[config.mk]
export PLATFORM = sky130hd
export DESIGN_NAME = ahbl_mem_contract_monitor
export DESIGN_NICKNAME = d
export VERILOG_FILES = /design/src/rtl/ahbl_defs.sv /design/src/rtl/ahbl_mem_contract_chan.sv /design/src/rtl/ahbl_mem_contract_monitor.sv
export SDC_FILE = /design/constraint.sdc
export NUM_CORES = 1
export LEC_CHECK = 0
export CORE_ASPECT_RATIO = 0.8
export CORE_MARGIN = 5
export CORE_UTILIZATION = 48
export DETAILED_ROUTE_END_ITERATION = 10
export PLACE_DENSITY = 0.77
export SLEW_MARGIN = 20
export SYNTH_ARGS = -nofsm -noshare
export SYNTH_HDL_FRONTEND = slang
export SYNTH_SLANG_ARGS = --single-unit
[constraint.sdc]
create_clock -name clk -period 5.68 [get_ports clk]
set_input_delay 1.136 -clock clk [delete_from_list [all_inputs] [get_ports clk]]
set_output_delay 1.136 -clock clk [all_outputs]
set_load 0.01 [all_outputs]
[src/rtl/ahbl_defs.sv]
// ---------------------------------------------------------------------------
// ahbl_defs
// Shared AHB-Lite encodings for the memory-contract monitor:
//   - htrans_e     : HTRANS transfer types
//   - HSIZE_*      : HSIZE transfer-size codes
//   - HPROT_*      : bit positions of the bufferable / cacheable attributes
//   - is_cacheable : true when a transfer is both cacheable and bufferable
// ---------------------------------------------------------------------------
package ahbl_defs;

    typedef enum logic [1:0] {
        HTRANS_IDLE = 2'b00,
        HTRANS_BUSY = 2'b01,
        HTRANS_NSEQ = 2'b10,
        HTRANS_SEQ  = 2'b11
    } htrans_e;

    localparam logic [2:0] HSIZE_BYTE  = 3'd0;
    localparam logic [2:0] HSIZE_HALF  = 3'd1;
    localparam logic [2:0] HSIZE_WORD  = 3'd2;
    localparam logic [2:0] HSIZE_DWORD = 3'd3;
    localparam logic [2:0] HSIZE_4WORD = 3'd4;
    localparam logic [2:0] HSIZE_8WORD = 3'd5;

    localparam int HPROT_BUFFERABLE = 2;
    localparam int HPROT_CACHEABLE  = 3;

    function automatic logic is_cacheable(input logic [3:0] prot);
        return prot[HPROT_CACHEABLE] & prot[HPROT_BUFFERABLE];
    endfunction

endpackage

[src/rtl/ahbl_mem_contract_chan.sv]
// ---------------------------------------------------------------------------
// ahbl_mem_contract_chan
// Tracks one watched byte address: remembers the last successfully written
// byte and compares it against every qualified, successful read of it.
// Ports:
//   clk, rst        : clock, asynchronous active-high reset
//   i_done          : a data phase completes this cycle
//   i_write         : completing transfer is a write
//   i_addr, i_size  : address / size of the completing transfer
//   i_qual          : completing transfer passes the cacheability filter
//   i_hresp         : bus error response for the completing transfer
//   i_hwdata/hrdata : bus data
//   i_chan_addr     : watched byte address
//   i_clr           : clear valid and mismatch (wins over a write update)
//   o_valid         : channel holds a known byte
//   o_data          : last written byte
//   o_mismatch      : sticky read-compare failure
//   o_checks        : saturating count of compared reads
// ---------------------------------------------------------------------------
module ahbl_mem_contract_chan #(
    parameter int W_ADDR = 32,
    parameter int W_DATA = 32,
    parameter int W_CNT  = 16
) (
    input  logic              clk,
    input  logic              rst,
    input  logic              i_done,
    input  logic              i_write,
    input  logic [W_ADDR-1:0] i_addr,
    input  logic [2:0]        i_size,
    input  logic              i_qual,
    input  logic              i_hresp,
    input  logic [W_DATA-1:0] i_hwdata,
    input  logic [W_DATA-1:0] i_hrdata,
    input  logic [W_ADDR-1:0] i_chan_addr,
    input  logic              i_clr,
    output logic              o_valid,
    output logic [7:0]        o_data,
    output logic              o_mismatch,
    output logic [W_CNT-1:0]  o_checks
);

    localparam int LANE_W = $clog2(W_DATA / 8);
    localparam logic [W_ADDR:0] ONE = 1;

    function automatic logic [W_CNT-1:0] sat_inc(input logic [W_CNT-1:0] c);
        return (&c) ? c : c + {{(W_CNT-1){1'b0}}, 1'b1};
    endfunction

    logic              r_valid;
    logic [7:0]        r_data;
    logic              r_mismatch;
    logic [W_CNT-1:0]  r_checks;

    logic [LANE_W-1:0] w_lane;
    logic [7:0]        w_wbyte;
    logic [7:0]        w_rbyte;
    logic [W_ADDR:0]   w_lo;
    logic [W_ADDR:0]   w_hi;
    logic [W_ADDR:0]   w_pt;
    logic              w_overlap;
    logic              w_wr;
    logic              w_rd;

    assign w_lane  = i_chan_addr[LANE_W-1:0];
    assign w_wbyte = 8'(i_hwdata >> {w_lane, 3'b000});
    assign w_rbyte = 8'(i_hrdata >> {w_lane, 3'b000});

    // One extra bit so a transfer at the top of the address space cannot wrap.
    assign w_lo      = {1'b0, i_addr};
    assign w_hi      = w_lo + (ONE << i_size);
    assign w_pt      = {1'b0, i_chan_addr};
    assign w_overlap = (w_pt >= w_lo) && (w_pt < w_hi);

    assign w_wr = i_done && w_overlap && i_write;
    // Only successful, qualified reads of a known byte are compared.
    assign w_rd = i_done && w_overlap && !i_write && i_qual && !i_hresp && r_valid;

    always_ff @(posedge clk or posedge rst) begin
        if (rst) begin
            r_valid    <= 1'b0;
            r_data     <= 8'h00;
            r_mismatch <= 1'b0;
            r_checks   <= '0;
        end else begin
            if (i_clr) begin
                r_valid    <= 1'b0;
                r_mismatch <= 1'b0;
            end else if (w_wr) begin
                // An error or unqualified write leaves the target byte unknown.
                if (i_qual && !i_hresp) begin
                    r_valid <= 1'b1;
                    r_data  <= w_wbyte;
                end else begin
                    r_valid <= 1'b0;
                end
            end else if (w_rd && (w_rbyte != r_data)) begin
                r_mismatch <= 1'b1;
            end
            if (w_rd) begin
                r_checks <= sat_inc(r_checks);
            end
        end
    end

    assign o_valid    = r_valid;
    assign o_data     = r_data;
    assign o_mismatch = r_mismatch;
    assign o_checks   = r_checks;

endmodule

[src/rtl/ahbl_mem_contract_monitor.sv]
// ---------------------------------------------------------------------------
// ahbl_mem_contract_monitor
// Passive AHB-Lite monitor: "a byte read returns the last successfully
// written value" on N_CHAN watched addresses, plus response-protocol checks.
// Ports:
//   clk, rst          : clock, asynchronous active-high reset
//   ahbl_*            : observed AHB-Lite signals
//   chan_addr         : watched byte address per channel (held while valid)
//   chan_clr          : per-channel clear of valid and mismatch
//   chan_valid        : channel holds a known byte
//   chan_data         : last written byte per channel
//   chan_mismatch     : sticky read-compare failure per channel
//   chan_checks       : saturating compared-read count per channel
//   proto_err         : sticky response-protocol violation
//   err_any           : OR of all mismatch flags and proto_err
// ---------------------------------------------------------------------------
module ahbl_mem_contract_monitor
    import ahbl_defs::*;
#(
    parameter int W_ADDR        = 32,
    parameter int W_DATA        = 32,
    parameter int N_CHAN        = 4,
    parameter int W_CNT         = 16,
    parameter int REQ_CACHEABLE = 1
) (
    input  logic                    clk,
    input  logic                    rst,
    input  logic                    ahbl_hready,
    input  logic                    ahbl_hresp,
    input  logic [1:0]              ahbl_htrans,
    input  logic                    ahbl_hwrite,
    input  logic [W_ADDR-1:0]       ahbl_haddr,
    input  logic [2:0]              ahbl_hsize,
    input  logic [3:0]              ahbl_hprot,
    input  logic [W_DATA-1:0]       ahbl_hwdata,
    input  logic [W_DATA-1:0]       ahbl_hrdata,
    input  logic [N_CHAN*W_ADDR-1:0] chan_addr,
    input  logic [N_CHAN-1:0]       chan_clr,
    output logic [N_CHAN-1:0]       chan_valid,
    output logic [N_CHAN*8-1:0]     chan_data,
    output logic [N_CHAN-1:0]       chan_mismatch,
    output logic [N_CHAN*W_CNT-1:0] chan_checks,
    output logic                    proto_err,
    output logic                    err_any
);

    // Data-phase descriptor, loaded from the address phase on each hready edge.
    logic              r_active;
    logic              r_write;
    logic [W_ADDR-1:0] r_addr;
    logic [2:0]        r_size;
    logic [3:0]        r_prot;
    // r_seen masks the previous-cycle checks on the first cycle after reset.
    logic              r_seen;
    // Previous cycle was the wait half of a two-cycle error response.
    logic              r_wait;
    logic              r_proto_err;

    logic w_done;
    logic w_qual;
    logic w_viol_idle;
    logic w_viol_noprep;
    logic w_viol_nofinish;
    logic w_viol_longwait;
    logic w_viol;
    logic w_unused_ok;

    assign w_unused_ok = ahbl_htrans[0];

    assign w_done = r_active && ahbl_hready;
    assign w_qual = (REQ_CACHEABLE == 0) || is_cacheable(r_prot);

    // Without a transfer in flight the slave must be ready with OKAY.
    assign w_viol_idle     = !r_active && (!ahbl_hready || ahbl_hresp);
    assign w_viol_noprep   = ahbl_hresp && ahbl_hready && !r_wait;
    assign w_viol_nofinish = r_wait && !ahbl_hresp;
    assign w_viol_longwait = r_wait && ahbl_hresp && !ahbl_hready;
    assign w_viol = w_viol_idle ||
                    (r_seen && (w_viol_noprep || w_viol_nofinish || w_viol_longwait));

    always_ff @(posedge clk or posedge rst) begin
        if (rst) begin
            r_active    <= 1'b0;
            r_write     <= 1'b0;
            r_addr      <= '0;
            r_size      <= 3'd0;
            r_prot      <= 4'd0;
            r_seen      <= 1'b0;
            r_wait      <= 1'b0;
            r_proto_err <= 1'b0;
        end else begin
            if (ahbl_hready) begin
                r_active <= ahbl_htrans[1];
                r_write  <= ahbl_hwrite;
                r_addr   <= ahbl_haddr;
                r_size   <= ahbl_hsize;
                r_prot   <= ahbl_hprot;
            end
            r_seen <= 1'b1;
            r_wait <= ahbl_hresp && !ahbl_hready;
            if (w_viol) begin
                r_proto_err <= 1'b1;
            end
        end
    end

    genvar gi;
    generate
        for (gi = 0; gi < N_CHAN; gi++) begin : g_chan
            ahbl_mem_contract_chan #(
                .W_ADDR (W_ADDR),
                .W_DATA (W_DATA),
                .W_CNT  (W_CNT)
            ) u_chan (
                .clk         (clk),
                .rst         (rst),
                .i_done      (w_done),
                .i_write     (r_write),
                .i_addr      (r_addr),
                .i_size      (r_size),
                .i_qual      (w_qual),
                .i_hresp     (ahbl_hresp),
                .i_hwdata    (ahbl_hwdata),
                .i_hrdata    (ahbl_hrdata),
                .i_chan_addr (chan_addr[gi*W_ADDR +: W_ADDR]),
                .i_clr       (chan_clr[gi]),
                .o_valid     (chan_valid[gi]),
                .o_data      (chan_data[gi*8 +: 8]),
                .o_mismatch  (chan_mismatch[gi]),
                .o_checks    (chan_checks[gi*W_CNT +: W_CNT])
            );
        end
    endgenerate

    assign proto_err = r_proto_err;
    assign err_any   = (|chan_mismatch) || r_proto_err;

endmodule

==> impl_metrics.json, run 1 <==
{
  "status": "finished clean",
  "placementRows": 57,
  "post-route-min-period_ns": 5.447,
  "crit_start": "r_size[1]$_DFFE_PP0P_",
  "multiInputGateArea_um2": 10740,
  "clock.fmax_ghz": 0.1836,
  "worstMarginPinSlew_ns": 0.8847,
  "cts_tree": "yes",
  "ctsRootBufferMaster": "clkbuf_16",
  "path_clk_slew_ns": 0.06,
  "regArea_um2": 3655,
  "synth_cells": 1491,
  "crit_path_end_kind": "flip-flop",
  "maxCapViolCount": 0,
  "final_nets": 2350,
  "relSlewSlack": 0.4051,
  "ir_drop_v": 0.0001226,
  "antenna_found_initial": 3,
  "clock-sinks": 146,
  "port_buffers": 344,
  "wl_per_cell_um": 22.76,
  "reg2reg_slack_ns": 0.23,
  "route.vias.total": 14110,
  "drt_first_pass_iters": 5,
  "dpl.cell_count": 2245,
  "layout_common_cells": "clkdlybuf4s50_1, ha_1, dfrtp_1",
  "synth_cell_types": 81,
  "drc_errors": 0,
  "cp.arrival_ns": 5.75,
  "gp_congestion": 0.9580,
  "cts_made_buffers": 17,
  "start_util": 0.4861,
  "htree_levels": 4,
  "critPathMaxFanout": 18,
  "ios": 348,
  "syn_area_um2": 14730,
  "p_leak_nw": 8.664,
  "layout_commonest_cell": "clkdlybuf4s50_1",
  "synth-warning-count": 0,
  "core-area_um2": 30310,
  "synth_edf_count": 0,
  "drt_iter0_markers": 1123,
  "layout-drive-gt1-share": 0.1186,
  "min_from": "g_chan[2].u_chan.o_checks[7]$_DFFE_PP0P_",
  "grt_usage": 0.2952,
  "area_growth_pct": 32.85,
  "avgSynthCellArea_um2": 9.882,
  "skew_ns": 0.01364,
  "grt_first_pass_wirelength_mm": 79.49,
  "timing.final.hold_violations": 0,
  "dp_hpwl_mm": 42.16,
  "worstSkewPairLatency_ns": 0.43,
  "synthArstFlopShare": 1.000,
  "critPathRequiredTime_ns": 5.99,
  "synth.yosys.seq_area_share": 0.2480,
  "dieArea_um2": 34320,
  "min_path_type": "reg -> reg",
  "die_h_um": 166.7,
  "wirelength_mm": 51.90,
  "final_cells": 2280,
  "synth_seq_cells": 146,
  "start_kind": "flip-flop",
  "setup_viol": 0,
  "post_cts_buffers": 0,
  "fin_tns_setup_ns": 0,
  "slowest_delay_ns": 0.71,
  "final_core_util": 0.6458,
  "grt_max_degree": 118,
  "cts_buffer_depth": 2,
  "rsz0062_at_grt": "false",
  "die_w_um": 205.9,
  "period_share": 0.9590,
  "cp_slowest_cell": "or4b_2",
  "maxSlewViolCount": 0,
  "grt_pass1_vias": 14050,
  "worstPathCellList": "nor3_1 -> ha_1 -> fa_1 -> a211oi_1 -> o21ai_1 -> nor2_1 -> nor3_1 -> buf_4 -> and4_1 -> xnor2_2 -> ha_1 -> nand2_1 -> or4b_2 -> o22ai_1 -> a2111oi_0 -> a311oi_1 -> o2111ai_1 -> o21ai_2 -> buf_4 -> nor2_1 -> mux2_2",
  "yosys_most_used_dff": "dfrtp_1",
  "path_class": "reg -> reg",
  "ant_nets": 0,
  "avgViaCountPerCell": 6.189,
  "timing.rr.start": "r_size[1]$_DFFE_PP0P_",
  "grt.overflow.total": 0,
  "powerDensity_nw_per_um2": 189.5,
  "syn-num-nets": 1990,
  "num-fill-cells": 2450
}
-- cells in the mapped netlist, drive strengths merged, types with 6 or more instances --
cell type	n	area share
o21ai	79	0.027
nor2	49	0.012
nor3b	6	0.0034
o31ai	6	0.0031
nand2b	8	0.0034
xnor2	74	0.044
or3	9	0.0038
buf	21	0.0085
a221oi	8	0.0048
a21oi	81	0.028
a211oi	10	0.0058
nor2b	11	0.0047
a31oi	8	0.0034
nor3	37	0.013
mux4	64	0.098
inv	52	0.013
or2	8	0.0034
a211o	6	0.0036
and3	22	0.0093
nor4b	6	0.0036
nand4	48	0.021
clkbuf	28	0.0071
a2111oi	10	0.0064
nand3	55	0.019
ha	256	0.22
mux2	43	0.035
or4	12	0.0064
xor2	50	0.030
dfrtp	146	0.25
and4	11	0.0065
nand2	125	0.032
a21o	45	0.023
nor4	28	0.013
-- cell type report --
type                            count  area share
Multi-Input combinational cell   1244      0.5485
Clock inverter                     12    0.009141
Timing Repair Buffer              390      0.1952
Tap cell                          413     0.02640
Antenna cell                        4   0.0005114
Inverter                           52     0.01036
Sequential cell                   146      0.1867
Clock buffer                       19     0.02314
-- metal layers --
layer,global-route usage,vias to the layer above,part of all wire,wire length [µm]
met5,0,-,0,0
met4,0.07953,0,0.025,1274
met3,0.06707,86,0.098,5068
met2,0.4595,686,0.45,23260
met1,0.4166,6876,0.43,22290
li1,-,6463,-,-
-- stage by stage --
stage / power (mW) / area (µm²) / setup slack, ns / hold WS (ns)
3_5_place_dp: 2.467 / 18850 / 0.009246 / 0.4770
6_report: 3.710 / 19570 / 0.2327 / 0.4908
4_1_cts: 3.692 / 19490 / 0.1705 / 0.4866
5_1_grt: 3.903 / 19570 / 0.02045 / 0.5107
3_3_place_gp: 2.416 / 18850 / 0.1396 / 0.4778
2_1_floorplan: 1.902 / 14730 / 0.6210 / 0.4671
-- state kept, by name, indices dropped and copies added (netlist names) --
name                      count
r_write                       1
r_wait                        1
r_active                      1
r_addr                       32
proto_err                     1
g_chan.u_chan.o_data         32
g_chan.u_chan.o_checks       64
r_prot                        2
r_seen                        1
r_size                        3
g_chan.u_chan.o_mismatch      4
g_chan.u_chan.o_valid         4
-- final timing paths --
path	to	cells past startpoint
setup / recovery	g_chan[1].u_chan.o_checks[1]$_DFFE_PP0P_	21
hold / removal	g_chan[2].u_chan.o_checks[7]$_DFFE_PP0P_	1
setup reg to reg	g_chan[1].u_chan.o_checks[1]$_DFFE_PP0P_	21
hold reg to reg	g_chan[2].u_chan.o_checks[7]$_DFFE_PP0P_	1
max in group asynchronous	r_size[2]$_DFFE_PP0P_	3
min in group asynchronous	g_chan[1].u_chan.o_checks[8]$_DFFE_PP0P_	2
-- power breakdown --
group	total (mW)	switching, mW	internal [mW]
Clock	1.22	0.462	0.758
Sequential	1.14	0.0538	1.08
Combinational	1.35	0.705	0.646
Total	3.71	1.22	2.49
-- critical path, delay by kind of cell, from the launching register on --
kind                       cells  cell delay (ns)
muxes                          1             0.28
AOI/OAI and AO/OA              7             1.45
adders and majority gates      3             0.96
DFF                            1             0.49
buffers and inverters          2             0.42
xor gates and xnor gates       1             0.18
and+or+nand+nor                7             1.54
-- kinds of logic (layout without fill, tap and decap cells) --
| family | after synthesis | in the layout | synth area share |
|---|---|---|---|
| AND/OR/NAND/NOR | 453 | 453 | 0.1647 |
| AO/OA/AOI/OAI | 301 | 301 | 0.1324 |
| adder cells (fa/ha/maj) | 257 | 257 | 0.2187 |
| flip-flops | 146 | 146 | 0.2480 |
| XOR/XNOR | 124 | 124 | 0.07371 |
| multiplexers | 108 | 108 | 0.1334 |
| buffers and inverters | 101 | 473 | 0.02887 |
| other | 1 | 5 | 0.0002545 |
-- timing repair --
| item | in CTS | in global routing |
|---|---|---|
| gates resized for setup | 1 | 16 |
| pin swaps | 0 | 2 |
| hold buffers | 0 | 0 |
| setup endpoints to repair | 8 | 76 |
Note: power is estimated with default switching activity, not from simulation.
==> inputs of run 2 (changes only) <==
SLEW_MARGIN = 15   (was 20)
==> run 2 against run 1 <==
- die area unchanged
- largest power group unchanged
- sequential power about the same
- wire length down 0.39%
==> impl_metrics.json, run 2 (synthesis results as in run 1) <==
{
  "route.vias.total": 14030,
  "clock.fmax_ghz": 0.1830,
  "largest_reg_flops": 64,
  "final_core_util": 0.6456,
  "start_util": 0.4861,
  "wirelength_mm": 51.70,
  "placementRows": 57,
  "worstMarginPinSlew_ns": 1.110,
  "comb_power_share": 0.364,
  "final_nets": 2350,
  "port_buffers": 344,
  "critPathRequiredTime_ns": 5.99,
  "ir_drop_v": 0.0001228,
  "rsz0062_at_grt": "false",
  "pwr-share-clk": 0.328,
  "pwr-share-seq": 0.307,
  "cts.hold.buffers_added": 0,
  "powerDensity_nw_per_um2": 189.3,
  "p_switching_mw": 1.217,
  "die_h_um": 166.7,
  "fin_tns_setup_ns": 0,
  "start_kind": "flip-flop",
  "die_w_um": 205.9,
  "grt.overflow.total": 0,
  "p_leak_nw": 8.664,
  "ios": 348,
  "ant_nets": 0,
  "dieArea_um2": 34320,
  "grt_first_pass_wirelength_mm": 79.49,
  "internal_power_mw": 2.488,
  "num-fill-cells": 2453,
  "dp_hpwl_mm": 42.16,
  "wl_per_cell_um": 22.67,
  "cp.arrival_ns": 5.77,
  "maxSlewViolCount": 0,
  "worstSkewPairLatency_ns": 0.43,
  "drt_first_pass_iters": 5,
  "gp_congestion": 0.9580,
  "drt_iter0_markers": 1205,
  "swShare": 0.3284,
  "area_growth_pct": 32.81,
  "status": "finished clean",
  "setup_viol": 0,
  "crit_path_end_kind": "flip-flop",
  "maxCapViolCount": 0,
  "layout-drive-gt1-share": 0.1181,
  "timing.final.hold_violations": 0,
  "dr_wl_met3_mm": 4.843,
  "layout_commonest_cell": "clkdlybuf4s50_1",
  "post-route-min-period_ns": 5.465,
  "grt_pass1_vias": 14050,
  "layout_common_cells": "clkdlybuf4s50_1, ha_1, dfrtp_1",
  "grt_usage": 0.2952,
  "highest_layer": "met4",
  "antenna_found_initial": 3,
  "period_share": 0.9621,
  "htree_levels": 4,
  "min_path_type": "reg -> reg",
  "cts_tree": "yes",
  "cts_buffer_depth": 2,
  "clock-sinks": 146,
  "critPathMaxFanout": 18,
  "ctsRootBufferMaster": "clkbuf_16",
  "post_cts_buffers": 0,
  "path_class": "reg -> reg",
  "avgViaCountPerCell": 6.153,
  "cts_made_buffers": 17,
  "relSlewSlack": 0.2545,
  "core-area_um2": 30310,
  "skew_ns": 0.01531,
  "drc_errors": 0,
  "path_clk_slew_ns": 0.06,
  "grt_max_degree": 118,
  "met1_length_mm": 22.40,
  "met2_length_mm": 23.26
}
run 2: cell type report:
class / instances / area (µm²) / area share
Antenna cell: 4 / 10.01 / 0.0005115
Clock buffer: 19 / 452.9 / 0.02315
Clock inverter: 12 / 178.9 / 0.009143
Inverter: 52 / 202.7 / 0.01036
Multi-Input combinational cell: 1244 / 10730 / 0.5484
Sequential cell: 146 / 3655 / 0.1868
Tap cell: 413 / 516.7 / 0.02641
Timing Repair Buffer: 390 / 3821 / 0.1953
run 2: worst max-delay path, cell delays in order (launching register included):
cell	delay, ns
dfrtp_1	0.49
nor3_1	0.10
ha_1	0.23
fa_1	0.43
a211oi_1	0.29
o21ai_1	0.16
nor2_1	0.25
nor3_1	0.10
buf_4	0.15
and4_1	0.22
xnor2_2	0.18
ha_1	0.30
nand2_1	0.10
or4b_2	0.71
o22ai_1	0.19
a2111oi_0	0.11
a311oi_1	0.28
o2111ai_1	0.17
o21ai_2	0.24
buf_4	0.26
nor2_1	0.10
mux2_2	0.28
run 2: worst paths after layout:
check,from,end,slack [ns],cells after the start
setup / recovery,r_size[1]$_DFFE_PP0P_,g_chan[1].u_chan.o_checks[1]$_DFFE_PP0P_,0.22,21
hold / removal,g_chan[2].u_chan.o_checks[7]$_DFFE_PP0P_,g_chan[2].u_chan.o_checks[7]$_DFFE_PP0P_,0.49,1
setup reg to reg,r_size[1]$_DFFE_PP0P_,g_chan[1].u_chan.o_checks[1]$_DFFE_PP0P_,0.22,21
hold reg to reg,g_chan[2].u_chan.o_checks[7]$_DFFE_PP0P_,g_chan[2].u_chan.o_checks[7]$_DFFE_PP0P_,0.49,1
max in group asynchronous,rst,r_size[2]$_DFFE_PP0P_,3.41,3
min in group asynchronous,rst,g_chan[1].u_chan.o_checks[8]$_DFFE_PP0P_,1.30,2
run 2: layer usage:
layer | track usage | vias up
li1 | - | 6459
met1 | 0.4166 | 6852
met2 | 0.4595 | 642
met3 | 0.06707 | 76
met4 | 0.07953 | 0
met5 | 0 | -
run 2: power by group through the flow:
stage	Combinational [mW]	Sequential, mW	Clock, mW
floorplan	0.758	1.14	0
global placement	1.26	1.15	0
detailed placement	1.31	1.15	0
CTS	1.32	1.14	1.23
global route	1.48	1.14	1.28
finish	1.35	1.14	1.22
run 2: what timing repair did:
item,CTS,global route
resized for setup,1,16
setup endpoints to repair,8,76
pin swaps,0,2
run 2: per-stage QoR:
stage | cell area, µm² | power, mW | instances | setup slack (ns) | hold slack (ns)
global route | 19560 | 3.903 | 2278 | 0.02045 | 0.5107
CTS | 19490 | 3.692 | 2276 | 0.1705 | 0.4866
finish | 19570 | 3.705 | 2280 | 0.2154 | 0.4909
global placement | 18850 | 2.416 | 2245 | 0.1396 | 0.4778
detailed placement | 18850 | 2.467 | 2245 | 0.009246 | 0.4770
floorplan | 14730 | 1.902 | 1491 | 0.6210 | 0.4671
==> inputs of run 3 (changes only) <==
CELL_PAD_IN_SITES_DETAIL_PLACEMENT = 1   (was unset)
CELL_PAD_IN_SITES_GLOBAL_PLACEMENT = 1   (was unset)
CORE_UTILIZATION = 39   (was 48)
CTS_BUF_LIST = sky130_fd_sc_hd__clkbuf_8 sky130_fd_sc_hd__clkbuf_16   (was unset)
PLACE_DENSITY = unset   (was 0.77)
PLACE_DENSITY_LB_ADDON = 0.1   (was unset)
SKIP_CTS_REPAIR_TIMING = 1   (was unset)
==> run 3 against run 2 <==
- die area increased by 22%
- global-route usage decreased by 2.0 points
- critical endpoint is now g_chan[1].u_chan.o_data[7]$_DFFE_PP0P_
- setup slack got worse by 0.020 ns
- critical path type unchanged
- combinational power about the same
- worst hold slack improved by 0.0058 ns
- wire length increased by 13%
- first-iteration DRC count decreased by 20%
- via count decreased by 0.30%
- register-to-register slack got worse by 0.02 ns
- sequential power about the same
- largest power group unchanged
- clock power decreased by 3%
- sequential share of layout area decreased by 0.12 points
==> impl_metrics.json, run 3 (synthesis results as in run 1) <==
{
  "min_from": "g_chan[3].u_chan.o_checks[6]$_DFFE_PP0P_",
  "port_buffers": 344,
  "grt_usage": 0.2750,
  "hold-path-cell-count": 1,
  "maxSlewViolCount": 0,
  "htree_levels": 4,
  "placementRows": 63,
  "gp_congestion": 0.9054,
  "start_kind": "flip-flop",
  "powerDensity_nw_per_um2": 187.8,
  "timing.rr.start": "r_size[2]$_DFFE_PP0P_",
  "final_nets": 2360,
  "area_growth_pct": 33.75,
  "ir_drop_v": 0.0002090,
  "antenna_found_initial": 17,
  "layout_common_cells": "clkdlybuf4s50_1, ha_1, dfrtp_1",
  "power.total_mw": 3.701,
  "worstMarginPinSlew_ns": 1.126,
  "path_class": "reg -> reg",
  "skew_ns": 0.01563,
  "grt_pass1_vias": 14730,
  "period_share": 0.9656,
  "path_clk_slew_ns": 0.07,
  "core-area_um2": 37210,
  "dp_hpwl_mm": 47.79,
  "reg2reg_depth": 20,
  "layout_commonest_cell": "clkdlybuf4s50_1",
  "maxCapViolCount": 0,
  "ios": 348,
  "clock-sinks": 146,
  "avgViaCountPerCell": 5.899,
  "min_to": "g_chan[3].u_chan.o_checks[6]$_DFFE_PP0P_",
  "final_core_util": 0.5297,
  "relSlewSlack": 0.2438,
  "grt_first_pass_wirelength_mm": 88.24,
  "num-fill-cells": 4127,
  "min_path_type": "reg -> reg",
  "start_util": 0.3960,
  "reg2reg_slack_ns": 0.20,
  "rsz0062_at_grt": "false",
  "p_leak_nw": 8.687,
  "cts_buffer_depth": 2,
  "status": "finished clean",
  "drt_iter0_markers": 964,
  "drt_first_pass_iters": 4,
  "drc_errors": 0,
  "cts_made_buffers": 17,
  "post-route-min-period_ns": 5.484,
  "grt_max_degree": 83,
  "dieArea_um2": 41790,
  "wl_per_cell_um": 24.73,
  "layout-drive-gt1-share": 0.1254,
  "largest_reg_flops": 64,
  "crit_path_end_kind": "flip-flop",
  "grt.overflow.total": 0,
  "die_h_um": 183.9,
  "cp.arrival_ns": 5.81,
  "ctsRootBufferMaster": "clkbuf_16",
  "cts_tree": "yes",
  "place_area_um2": 19010,
  "regArea_um2": 3657,
  "timing.final.hold_violations": 0,
  "die_w_um": 227.3,
  "hold_slack_ns": 0.4967,
  "wirelength_mm": 58.65,
  "route.vias.total": 13990,
  "critPathRequiredTime_ns": 6.00,
  "ant_nets": 0,
  "final_area_um2": 19710,
  "worstSkewPairLatency_ns": 0.45,
  "multiInputGateArea_um2": 10740,
  "r2r-end": "g_chan[1].u_chan.o_data[7]$_DFFE_PP0P_",
  "setup_viol": 0,
  "clock.fmax_ghz": 0.1823,
  "critPathMaxFanout": 9
}
==> run 3: how the worst max path moves through the flow <==
stage,start,to,slack [ns],cells past startpoint
finish,r_size[2]$_DFFE_PP0P_,g_chan[1].u_chan.o_data[7]$_DFFE_PP0P_,0.20,20
global route,r_size[2]$_DFFE_PP0P_,g_chan[1].u_chan.o_data[7]$_DFFE_PP0P_,0.004,20
CTS,r_size[0]$_DFFE_PP0P_,g_chan[1].u_chan.o_data[7]$_DFFE_PP0P_,-0.04,21
detailed placement,r_size[0]$_DFFE_PP0P_,g_chan[1].u_chan.o_data[7]$_DFFE_PP0P_,-0.02,21
global placement,r_size[2]$_DFFE_PP0P_,g_chan[1].u_chan.o_data[0]$_DFFE_PP0P_,0.19,20
floorplan,rst,g_chan[0].u_chan.o_checks[0]$_DFFE_PP0P_,0.62,1
==> run 3: final cells by class <==
class / count / area share
Antenna cell: 10 / 0.001270
Clock buffer: 17 / 0.02159
Clock inverter: 15 / 0.008635
Inverter: 52 / 0.01016
Multi-Input combinational cell: 1244 / 0.5448
Sequential cell: 146 / 0.1856
Tap cell: 487 / 0.03092
Timing Repair Buffer: 400 / 0.1971
==> run 3: power by group <==
part / internal [mW] / switching [mW] / total (mW)
clock network: 0.660 / 0.522 / 1.18
logic: 0.653 / 0.727 / 1.38
registers: 1.08 / 0.0549 / 1.14
==> run 3: routing by layer <==
layer  wire, µm  vias to the layer above  track usage
li1           -                     6481            -
met1      26920                     7021       0.3898
met2      26770                      397       0.4254
met3       3657                       76      0.06066
met4       1207                       12      0.07676
met5         89                        -            0
==> run 3: critical path: stages, from the launching register on <==
cell and delay (ns):
dfrtp_2 0.46, and3b_1 0.20, ha_1 0.35, a2111oi_1 0.39
o21ai_1 0.19, a31o_2 0.33, and3_1 0.22, nand3_1 0.14
xnor2_2 0.14, ha_1 0.34, nand3_1 0.09, or4b_2 0.68
nor2_2 0.16, a2111oi_2 0.09, buf_4 0.17, a311oi_1 0.25
o2111ai_1 0.19, o21ai_2 0.26, or3_1 0.14, buf_4 0.20
mux2_2 0.35
==> run 3: through the flow <==
| step | instances | setup slack [ns] | TNS, ns |
|---|---|---|---|
| 6_report | 2371 | 0.1955 | 0 |
| 5_1_grt | 2370 | 0.003797 | 0 |
| 2_1_floorplan | 1491 | 0.6210 | 0 |
| 3_5_place_dp | 2329 | -0.01827 | -0.1024 |
| 3_3_place_gp | 2329 | 0.1862 | 0 |
| 4_1_cts | 2361 | -0.03888 | -0.2177 |
